==> src/rtl/fetch_pc_unit_pkg.sv <==
// ============================================================================
// fetch_pc_unit_pkg : shared widths, reset PC, PC step and fetch state codes
// Revision: 1.0
// ============================================================================
`default_nettype none

package fetch_pc_unit_pkg;

    localparam int unsigned     DATA_WIDTH    = 32;
    localparam logic [31:0]     C_RESET_PC    = 32'h0000_0000;
    localparam int unsigned     C_INSTR_BYTES = 4;

    typedef enum logic [1:0] {
        FETCH_REQ  = 2'b00,
        FETCH_WAIT = 2'b01,
        FETCH_HOLD = 2'b10
    } fetch_state_e;

endpackage

`default_nettype wire

==> src/rtl/fetch_pc_unit_adder.sv <==
// ============================================================================
// fetch_pc_unit_adder : PC + offset adder, wraps modulo 2^XLEN
// Revision: 1.0
// ============================================================================
`default_nettype none

module fetch_pc_unit_adder #(
    parameter int unsigned XLEN = 32
) (
    input  logic [XLEN-1:0] i_pc,
    input  logic [XLEN-1:0] i_offset,
    output logic [XLEN-1:0] o_sum
);

    assign o_sum = i_pc + i_offset;

endmodule

`default_nettype wire

==> src/rtl/fetch_pc_unit.sv <==
// ============================================================================
// fetch_pc_unit : PC register and single-outstanding instruction fetch sequencer
// Revision: 1.0
// ============================================================================
`default_nettype none

module fetch_pc_unit
    import fetch_pc_unit_pkg::*;
#(
    parameter int unsigned     XLEN        = DATA_WIDTH,
    parameter logic [XLEN-1:0] RESET_PC    = C_RESET_PC,
    parameter int unsigned     INSTR_BYTES = C_INSTR_BYTES
) (
    input  logic            clk,
    input  logic            rst_n,
    input  logic            redirect_valid,
    input  logic [XLEN-1:0] redirect_pc,
    output logic            imem_req_valid,
    output logic [XLEN-1:0] imem_req_addr,
    input  logic            imem_req_ready,
    input  logic            imem_rsp_valid,
    input  logic [XLEN-1:0] imem_rsp_data,
    output logic            inst_valid,
    output logic [XLEN-1:0] inst_pc,
    output logic [XLEN-1:0] inst_data,
    input  logic            inst_ready,
    output logic            misaligned
);

    localparam logic [XLEN-1:0] C_PC_STEP = XLEN'(INSTR_BYTES);

    fetch_state_e    state_q, state_d;
    logic [XLEN-1:0] pc_q, pc_d;
    logic            discard_q, discard_d;
    logic            req_valid_q, req_valid_d;
    logic            inst_valid_q, inst_valid_d;
    logic [XLEN-1:0] inst_pc_q, inst_pc_d;
    logic [XLEN-1:0] inst_data_q, inst_data_d;
    logic            misaligned_q, misaligned_d;

    logic [XLEN-1:0] w_pc_inc;
    logic [XLEN-1:0] w_redirect_pc;
    logic            w_req_fire;
    logic            w_inst_fire;

    fetch_pc_unit_adder #(
        .XLEN (XLEN)
    ) u_pc_adder (
        .i_pc     (pc_q),
        .i_offset (C_PC_STEP),
        .o_sum    (w_pc_inc)
    );

    assign w_redirect_pc = {redirect_pc[XLEN-1:2], 2'b00};
    assign w_req_fire    = req_valid_q & imem_req_ready;
    assign w_inst_fire   = inst_valid_q & inst_ready;

    always_comb begin
        state_d      = state_q;
        pc_d         = pc_q;
        discard_d    = discard_q;
        inst_pc_d    = inst_pc_q;
        inst_data_d  = inst_data_q;
        misaligned_d = 1'b0;

        case (state_q)
            FETCH_REQ: begin
                if (w_req_fire) begin
                    state_d = FETCH_WAIT;
                end
            end
            FETCH_WAIT: begin
                if (imem_rsp_valid) begin
                    if (discard_q) begin
                        discard_d = 1'b0;
                        state_d   = FETCH_REQ;
                    end else begin
                        inst_pc_d   = pc_q;
                        inst_data_d = imem_rsp_data;
                        state_d     = FETCH_HOLD;
                    end
                end
            end
            FETCH_HOLD: begin
                if (w_inst_fire) begin
                    pc_d    = w_pc_inc;
                    state_d = FETCH_REQ;
                end
            end
            default: begin
                state_d = FETCH_REQ;
            end
        endcase

        // A redirect overrides whatever the sequencer decided above.
        if (redirect_valid) begin
            pc_d         = w_redirect_pc;
            misaligned_d = |redirect_pc[1:0];
            case (state_q)
                FETCH_REQ: begin
                    if (w_req_fire) begin
                        discard_d = 1'b1;
                    end
                end
                FETCH_WAIT: begin
                    inst_pc_d   = inst_pc_q;
                    inst_data_d = inst_data_q;
                    discard_d   = ~imem_rsp_valid;
                    state_d     = imem_rsp_valid ? FETCH_REQ : FETCH_WAIT;
                end
                FETCH_HOLD: begin
                    state_d = FETCH_REQ;
                end
                default: begin
                    state_d = FETCH_REQ;
                end
            endcase
        end

        req_valid_d  = (state_d == FETCH_REQ);
        inst_valid_d = (state_d == FETCH_HOLD);
    end

    always_ff @(posedge clk) begin
        if (!rst_n) begin
            state_q      <= FETCH_REQ;
            pc_q         <= RESET_PC;
            discard_q    <= 1'b0;
            req_valid_q  <= 1'b0;
            inst_valid_q <= 1'b0;
            inst_pc_q    <= '0;
            inst_data_q  <= '0;
            misaligned_q <= 1'b0;
        end else begin
            state_q      <= state_d;
            pc_q         <= pc_d;
            discard_q    <= discard_d;
            req_valid_q  <= req_valid_d;
            inst_valid_q <= inst_valid_d;
            inst_pc_q    <= inst_pc_d;
            inst_data_q  <= inst_data_d;
            misaligned_q <= misaligned_d;
        end
    end

    assign imem_req_valid = req_valid_q;
    assign imem_req_addr  = pc_q;
    assign inst_valid     = inst_valid_q;
    assign inst_pc        = inst_pc_q;
    assign inst_data      = inst_data_q;
    assign misaligned     = misaligned_q;

endmodule

`default_nettype wire

==> config.mk <==
export PLATFORM = sky130hd
export DESIGN_NAME = fetch_pc_unit
export DESIGN_NICKNAME = d
export VERILOG_FILES = /design/src/rtl/fetch_pc_unit_pkg.sv /design/src/rtl/fetch_pc_unit_adder.sv /design/src/rtl/fetch_pc_unit.sv
export SDC_FILE = /design/constraint.sdc
export NUM_CORES = 1
export LEC_CHECK = 0
export ABC_AREA = 1
export CELL_PAD_IN_SITES_DETAIL_PLACEMENT = 0
export CELL_PAD_IN_SITES_GLOBAL_PLACEMENT = 2
export CORE_ASPECT_RATIO = 0.7
export CORE_MARGIN = 2
export CORE_UTILIZATION = 25
export DETAILED_ROUTE_END_ITERATION = 8
export PLACE_DENSITY_LB_ADDON = 0.1
export SETUP_SLACK_MARGIN = 0.05
export SYNTH_ARGS = -nofsm -noshare
export SYNTH_HDL_FRONTEND = slang
export SYNTH_SLANG_ARGS = --single-unit
export TNS_END_PERCENT = 5
==> constraint.sdc <==
create_clock -name clk -period 2 [get_ports clk]
set_input_delay 0.2 -clock clk [delete_from_list [all_inputs] [get_ports clk]]
set_output_delay 0.2 -clock clk [all_outputs]
set_load 0.01 [all_outputs]
==> results of run 1 <==
-- how the worst max path moves through the flow --
stage / start / endpoint / slack, ns / depth (start not counted)
floorplan: imem_req_addr[3] / imem_req_addr[16] / 0.55 / 8
global placement: inst_ready / imem_req_addr[6] / 0.05 / 8
detailed placement: inst_ready / imem_req_addr[6] / 0.06 / 8
CTS: imem_req_addr[3] / imem_req_addr[28] / 0.22 / 9
global route: imem_req_addr[3] / imem_req_addr[28] / 0.04 / 9
finish: imem_req_addr[3] / imem_req_addr[28] / 0.22 / 9
-- cells by family after synthesis --
group           synth area share
buf+inv                  0.07177
fa+ha+maj               0.002825
other cells            0.0008469
compound gates            0.1727
simple gates              0.2930
flops                     0.4431
xor+xnor                 0.01582
-- tightest hold or removal path: stages --
cell	delay [ns]
buf_2	0.26
o21ai_0	0.14
nor2_1	0.04
-- synthesized netlist by cell type --
master / count / area (sq um)
nor2_1: 143 / 536.8
dfxtp_1: 98 / 1962
nand2_1: 98 / 367.9
o21ai_0: 73 / 365.4
a21oi_1: 49 / 245.2
inv_1: 37 / 138.9
nand3_1: 29 / 145.1
clkbuf_1: 16 / 60.06
a22oi_1: 13 / 97.59
buf_2: 12 / 60.06
nand2_2: 8 / 50.05
nor2_4: 7 / 78.83
buf_4: 5 / 37.54
nor2_2: 5 / 31.28
xor2_1: 5 / 43.79
a31oi_1: 3 / 18.77
inv_2: 3 / 11.26
xnor2_1: 3 / 26.28
nand3_2: 2 / 20.02
nand4_1: 2 / 12.51
nor3_1: 2 / 10.01
a21boi_0: 1 / 7.510
a21o_1: 1 / 7.510
a221oi_1: 1 / 8.760
buf_1: 1 / 3.750
conb_1: 1 / 3.750
ha_1: 1 / 12.51
inv_4: 1 / 6.260
nand3b_1: 1 / 7.510
nand4_4: 1 / 21.27
nor3_2: 1 / 10.01
o211ai_1: 1 / 7.510
o22ai_1: 1 / 6.260
or2_2: 1 / 6.260
-- power by group --
part	internal, mW	switching, mW	total, mW
Combinational	0.342	0.291	0.633
Clock	0.974	0.810	1.78
Sequential	2.02	0.0740	2.10
-- sequential cells by signal, indices dropped and copies added, names as in the netlist --
| register | cells |
|---|---|
| state_q | 2 |
| imem_req_addr | 30 |
| imem_req_valid | 1 |
| inst_valid | 1 |
| misaligned | 1 |
| inst_data | 32 |
| inst_pc | 30 |
| discard_q | 1 |
-- stage by stage --
step	setup slack [ns]	util	hold slack [ns]	instance area, sq um	cells
floorplan	0.5516	-	0.3158	4439	629
global placement	0.04568	0.3717	0.4616	6419	1012
detailed placement	0.05981	0.3717	0.4711	6419	1012
CTS	0.2177	0.3888	0.3487	6713	1028
global route	0.04179	0.3888	0.3631	6713	1028
finish	0.2197	0.3888	0.3439	6713	1028
-- cell type report --
class,count,area (sq um)
Clock buffer,10,229.0
Inverter,41,156.4
Fill cell,1832,10550
Clock inverter,6,65.06
Sequential cell,98,1962
Timing Repair Buffer,186,1852
Multi-Input combinational cell,456,2160
Tap cell,231,289.0
-- layer usage --
metal | wire length [um] | track usage
met4 | 99 | 0.04071
met3 | 1094 | 0.05195
met5 | 0 | 0
met1 | 8428 | 0.2557
met2 | 6639 | 0.2407
==> impl_metrics.py, run 1 <==
metrics = {
    "status": {
        "status": "completed",
    },
    "sta": {
        "period_share": 0.8902,
        "period_needed_ns": 1.780,
        "slew_headroom": 0.5033,
        "fmaxAchievable_mhz": 561.7,
        "maxSlewViolCount": 0,
        "setup_viol": 0,
        "hold_viol_final": 0,
        "fin_setup_tns_ns": 0,
        "fin_skew_ns": 0.006159,
        "rsz0062_at_grt": "true",
        "tightestPinTransition_ns": 0.7433,
    },
    "synthesis": {
        "synthesis.area_sq_mm": 0.004428,
        "netlist-cell-type-count": 34,
        "ys.warnings.count": 0,
        "synthCells": 626,
        "ys_ff_latch": 98,
        "syn_avg_cell_area_sq_um": 7.073,
        "synth-seq-area-share": 0.4431,
    },
    "global_routing": {
        "gr-total-overflow": 0,
        "grt_pass1_wl_mm": 24.23,
        "grt_usage": 0.1720,
        "grt_pass1_vias": 4194,
        "antenna_found_initial": 0,
        "grt_max_degree": 45,
    },
    "placed_design": {
        "dp_hpwl_mm": 12.15,
        "io_buffers": 164,
        "place_congestion": 0.8142,
    },
    "critical_path": {
        "r2r_cells": 9,
        "worst_r2r_endpoint": "imem_req_addr[28]",
        "worstReg2RegStart": "imem_req_addr[3]",
        "crit_chain": "ha_1 -> nand2_2 -> nor2_4 -> nand3b_1 -> inv_1 -> nand2_1 -> nand2_1 -> nand3_1 -> a21oi_1",
        "crit_family": "simple AND/OR/NAND/NOR gates",
        "required_ns": 2.28,
        "cpMostUsedCell": "nand2_1",
        "startpoint_type": "flip-flop",
        "r2r_slack_ns": 0.22,
        "critical-path-slowest-cell": "dfxtp_1",
        "crit_path_max_incr_delay_ns": 0.44,
        "cp_data_arrival_time_ns": 2.06,
        "worst_setup_path_end_kind": "flip-flop",
        "critical_path_class": "reg -> reg",
        "cp_num_buf_inv": 1,
        "path_max_fanout": 6,
    },
    "cells_and_area": {
        "layout_commonest_cell": "clkdlybuf4s50_1",
        "insertedDiodeCount": 0,
        "final_nets": 863,
        "final_layout_size_suffix_gt1_frac": 0.08407,
        "syn_to_final_growth_pct": 51.60,
        "mostFrequentLayoutCells": "163 x clkdlybuf4s50_1, 143 x nor2_1, 98 x nand2_1, 98 x dfxtp_1, 73 x o21ai_0",
    },
    "routing": {
        "drc": 0,
        "wl_per_cell_um": 15.82,
        "vias": 4599,
        "antenna_left": 0,
        "drt_iter0_markers": 232,
        "first_pass_iters": 4,
        "wirelength_mm": 16.26,
        "viasPerCell": 4.474,
    },
    "floorplanning": {
        "start_util": 0.2564,
        "dieWidth_um": 163.1,
        "die_h_um": 115.4,
        "ios": 169,
        "core_area_sq_mm": 0.01727,
        "rows": 40,
        "die_area_sq_mm": 0.01881,
    },
    "min_path": {
        "whs_endpoint": "inst_data[7]",
        "hold_path.class": "in -> reg",
        "hold_start": "rst_n",
        "min_path_cells": 3,
    },
    "clock_tree": {
        "insertion_delay_ns": 0.35,
        "cts_setup_buffers": 0,
        "clock-sinks": 98,
        "htreeDepth": 3,
        "tritoncts": "yes",
        "root_buffer": "clkbuf_16",
        "cts_buffer_depth": 2,
        "clkTransAtPathRegs_ns": 0.07,
        "cts_buffers": 9,
        "cts_resized": 0,
        "ctsHoldBuffers": 0,
    },
    "power": {
        "total_power_mw": 4.514,
        "ir_drop_v": 0.0006135,
        "power_density_mw_per_mm2": 672.5,
        "leakage_nw": 2.418,
    },
    "flow_run": {
        "max-cap-violations": 0,
    },
}
No activity file was read; power rests on OpenSTA's default activity.
==> run 2, diff against run 1 <==
--- a/config.mk
+++ b/config.mk
@@ -8,9 +8,10 @@
 export ABC_AREA = 1
 export CELL_PAD_IN_SITES_DETAIL_PLACEMENT = 0
 export CELL_PAD_IN_SITES_GLOBAL_PLACEMENT = 2
-export CORE_ASPECT_RATIO = 0.7
+export CORE_ASPECT_RATIO = 1.25
 export CORE_MARGIN = 2
 export CORE_UTILIZATION = 25
+export CTS_BUF_LIST = sky130_fd_sc_hd__clkbuf_16
 export DETAILED_ROUTE_END_ITERATION = 8
 export PLACE_DENSITY_LB_ADDON = 0.1
 export SETUP_SLACK_MARGIN = 0.05
==> run 2 against run 1 <==
  * Sequential share of layout area grew 0.32 points
  * Sequential power is essentially flat
  * Critical path depth shrank 2
  * Routed wire length shrank 3.2%
  * First-iteration DRC count shrank 19%
  * Die area is essentially flat
  * Design area shrank 1.1%
  * Hold slack gained 0.072 ns
  * Clock power grew 2%
  * Critical endpoint is now imem_req_addr[18]
  * Highest routed layer unchanged
==> impl_metrics.py, run 2 (synthesized netlist as in run 1, its figures left out) <==
metrics = {
    "power": {
        "ir_drop_v": 0.0003355,
        "seq_power_share": 0.464,
        "p_sw_frac": 0.2629,
        "p_sw_mw": 1.190,
        "pwr-share-clk": 0.401,
        "power_density_mw_per_mm2": 682.0,
        "p_int_mw": 3.337,
        "pwr-share-comb": 0.135,
        "leakage_nw": 2.369,
    },
    "critical_path": {
        "worst_setup_path_end_kind": "flip-flop",
        "cp_data_arrival_time_ns": 2.03,
        "crit_chain": "ha_1 -> nand2_2 -> nor2_4 -> nand3_1 -> nor3_2 -> a21boi_0 -> a21oi_1",
        "cp.depth": 7,
        "crit_family": "simple AND/OR/NAND/NOR gates",
        "r2r_cells": 7,
        "required_ns": 2.28,
        "path_max_fanout": 6,
        "critical-path-slowest-cell": "dfxtp_1",
        "cp_num_buf_inv": 0,
        "critical_path_class": "reg -> reg",
        "crit_path_max_incr_delay_ns": 0.46,
        "startpoint_type": "flip-flop",
        "r2r_slack_ns": 0.25,
        "worst_r2r_endpoint": "imem_req_addr[18]",
        "worstReg2RegStart": "imem_req_addr[3]",
    },
    "min_path": {
        "whs_endpoint": "misaligned",
        "hold_start": "redirect_pc[0]",
        "min_path_cells": 3,
        "hold_path.class": "in -> reg",
    },
    "routing": {
        "first_pass_iters": 4,
        "wirelength_mm": 15.74,
        "antenna_left": 0,
        "vias": 4591,
        "drt_iter0_markers": 188,
        "viasPerCell": 4.532,
        "wl_per_cell_um": 15.54,
        "drc": 0,
    },
    "sta": {
        "fmaxAchievable_mhz": 570.3,
        "period_needed_ns": 1.753,
        "fin_setup_tns_ns": 0,
        "hold_ws_ns": 0.4164,
        "rsz0062_at_grt": "false",
        "slew_headroom": 0.5108,
        "setup_viol": 0,
        "hold_viol_final": 0,
        "period_share": 0.8767,
        "tightestPinTransition_ns": 0.7321,
        "maxSlewViolCount": 0,
        "fin_skew_ns": 0.009551,
    },
    "global_routing": {
        "antenna_found_initial": 0,
        "grt_pass1_wl_mm": 24.22,
        "grt_usage": 0.1677,
        "grt_pass1_vias": 4382,
        "grt_max_degree": 69,
        "gr-total-overflow": 0,
    },
    "placed_design": {
        "place_congestion": 0.8013,
        "io_buffers": 164,
        "dp_hpwl_mm": 11.39,
    },
    "clock_tree": {
        "tritoncts": "yes",
        "insertion_delay_ns": 0.35,
        "cts_setup_buffers": 0,
        "clkTransAtPathRegs_ns": 0.07,
        "ctsHoldBuffers": 0,
        "cts_buffers": 9,
        "root_buffer": "clkbuf_16",
        "clock-sinks": 98,
        "cts_buffer_depth": 2,
        "htreeDepth": 3,
        "cts_resized": 0,
    },
    "cells_and_area": {
        "insertedDiodeCount": 0,
        "final_nets": 855,
        "largest_register_ffs": 32,
        "final_layout_size_suffix_gt1_frac": 0.07478,
        "mostFrequentLayoutCells": "163 x clkdlybuf4s50_1, 143 x nor2_1, 98 x nand2_1, 98 x dfxtp_1, 73 x o21ai_0",
        "layout_commonest_cell": "clkdlybuf4s50_1",
        "syn_to_final_growth_pct": 49.93,
    },
    "floorplanning": {
        "start_util": 0.2540,
        "die_h_um": 152.8,
        "core_area_sq_mm": 0.01743,
        "dieWidth_um": 123.0,
        "die_area_sq_mm": 0.01880,
        "ios": 169,
        "rows": 54,
    },
    "flow_run": {
        "max-cap-violations": 0,
    },
    "status": {
        "status": "completed",
    },
}
## run 2: changes by cell type in the layout (fill, tap and decap cells not counted)
cell and change:
clkinvlp_4 +2, clkinv_4 -1, inv_8 +1, buf_4 -7
clkbuf_1 -1, buf_12 -1, clkinv_2 -2, clkinv_1 +1
## run 2: area by class of cell
class	count	area, sq um
timing repair buffer	178	1779
clock buffer	9	225.2
sequential	98	1962
fill	1845	10790
clock inverter	7	76.32
tap	224	280.3
inverter	41	156.4
multi-input combinational	456	2160
## run 2: worst max path at each step
stage	slack [ns]	endpoint	from
2_1_floorplan	0.55	imem_req_addr[16]	imem_req_addr[3]
3_3_place_gp	0.03	imem_req_addr[6]	inst_ready
3_5_place_dp	0.04	imem_req_addr[6]	inst_ready
4_1_cts	0.22	imem_req_addr[18]	imem_req_addr[3]
5_1_grt	0.06	imem_req_addr[6]	state_q[0]
6_report	0.25	imem_req_addr[18]	imem_req_addr[3]
## run 2: power groups by stage
stage                     Clock, mW  Sequential, mW  Combinational (mW)
final                          1.82            2.10               0.611
after CTS                      1.88            2.10               0.620
after global routing           1.95            2.11               0.671
after detailed placement          0            2.15               0.616
after floorplan                   0            2.16               0.225
after global placement            0            2.15               0.615
## run 2: per-stage QoR
| stage | setup WS, ns | power (mW) | utilization | std cells | instance area, sq um |
|---|---|---|---|---|---|
| 2_1_floorplan | 0.5516 | 2.386 | - | 629 | 4439 |
| 3_3_place_gp | 0.02518 | 2.760 | 0.3636 | 997 | 6337 |
| 3_5_place_dp | 0.03731 | 2.762 | 0.3636 | 997 | 6337 |
| 4_1_cts | 0.2151 | 4.601 | 0.3809 | 1013 | 6639 |
| 5_1_grt | 0.05567 | 4.732 | 0.3809 | 1013 | 6639 |
| 6_report | 0.2466 | 4.527 | 0.3809 | 1013 | 6639 |
## run 2: metal layers
layer  GRT usage  wire length (um)
met3     0.02620               873
met1      0.2088              6933
met2      0.2881              7631
met4     0.06115               306
met5           0                 0
## run 2: worst reg2reg max path, delay by kind of cell (launching register included)
kind	cells	cell delay, ns
adder cells (fa/ha/maj)	1	0.24
flip-flops	1	0.46
AO/OA/AOI/OAI	2	0.27
AND/OR/NAND/NOR	4	0.72
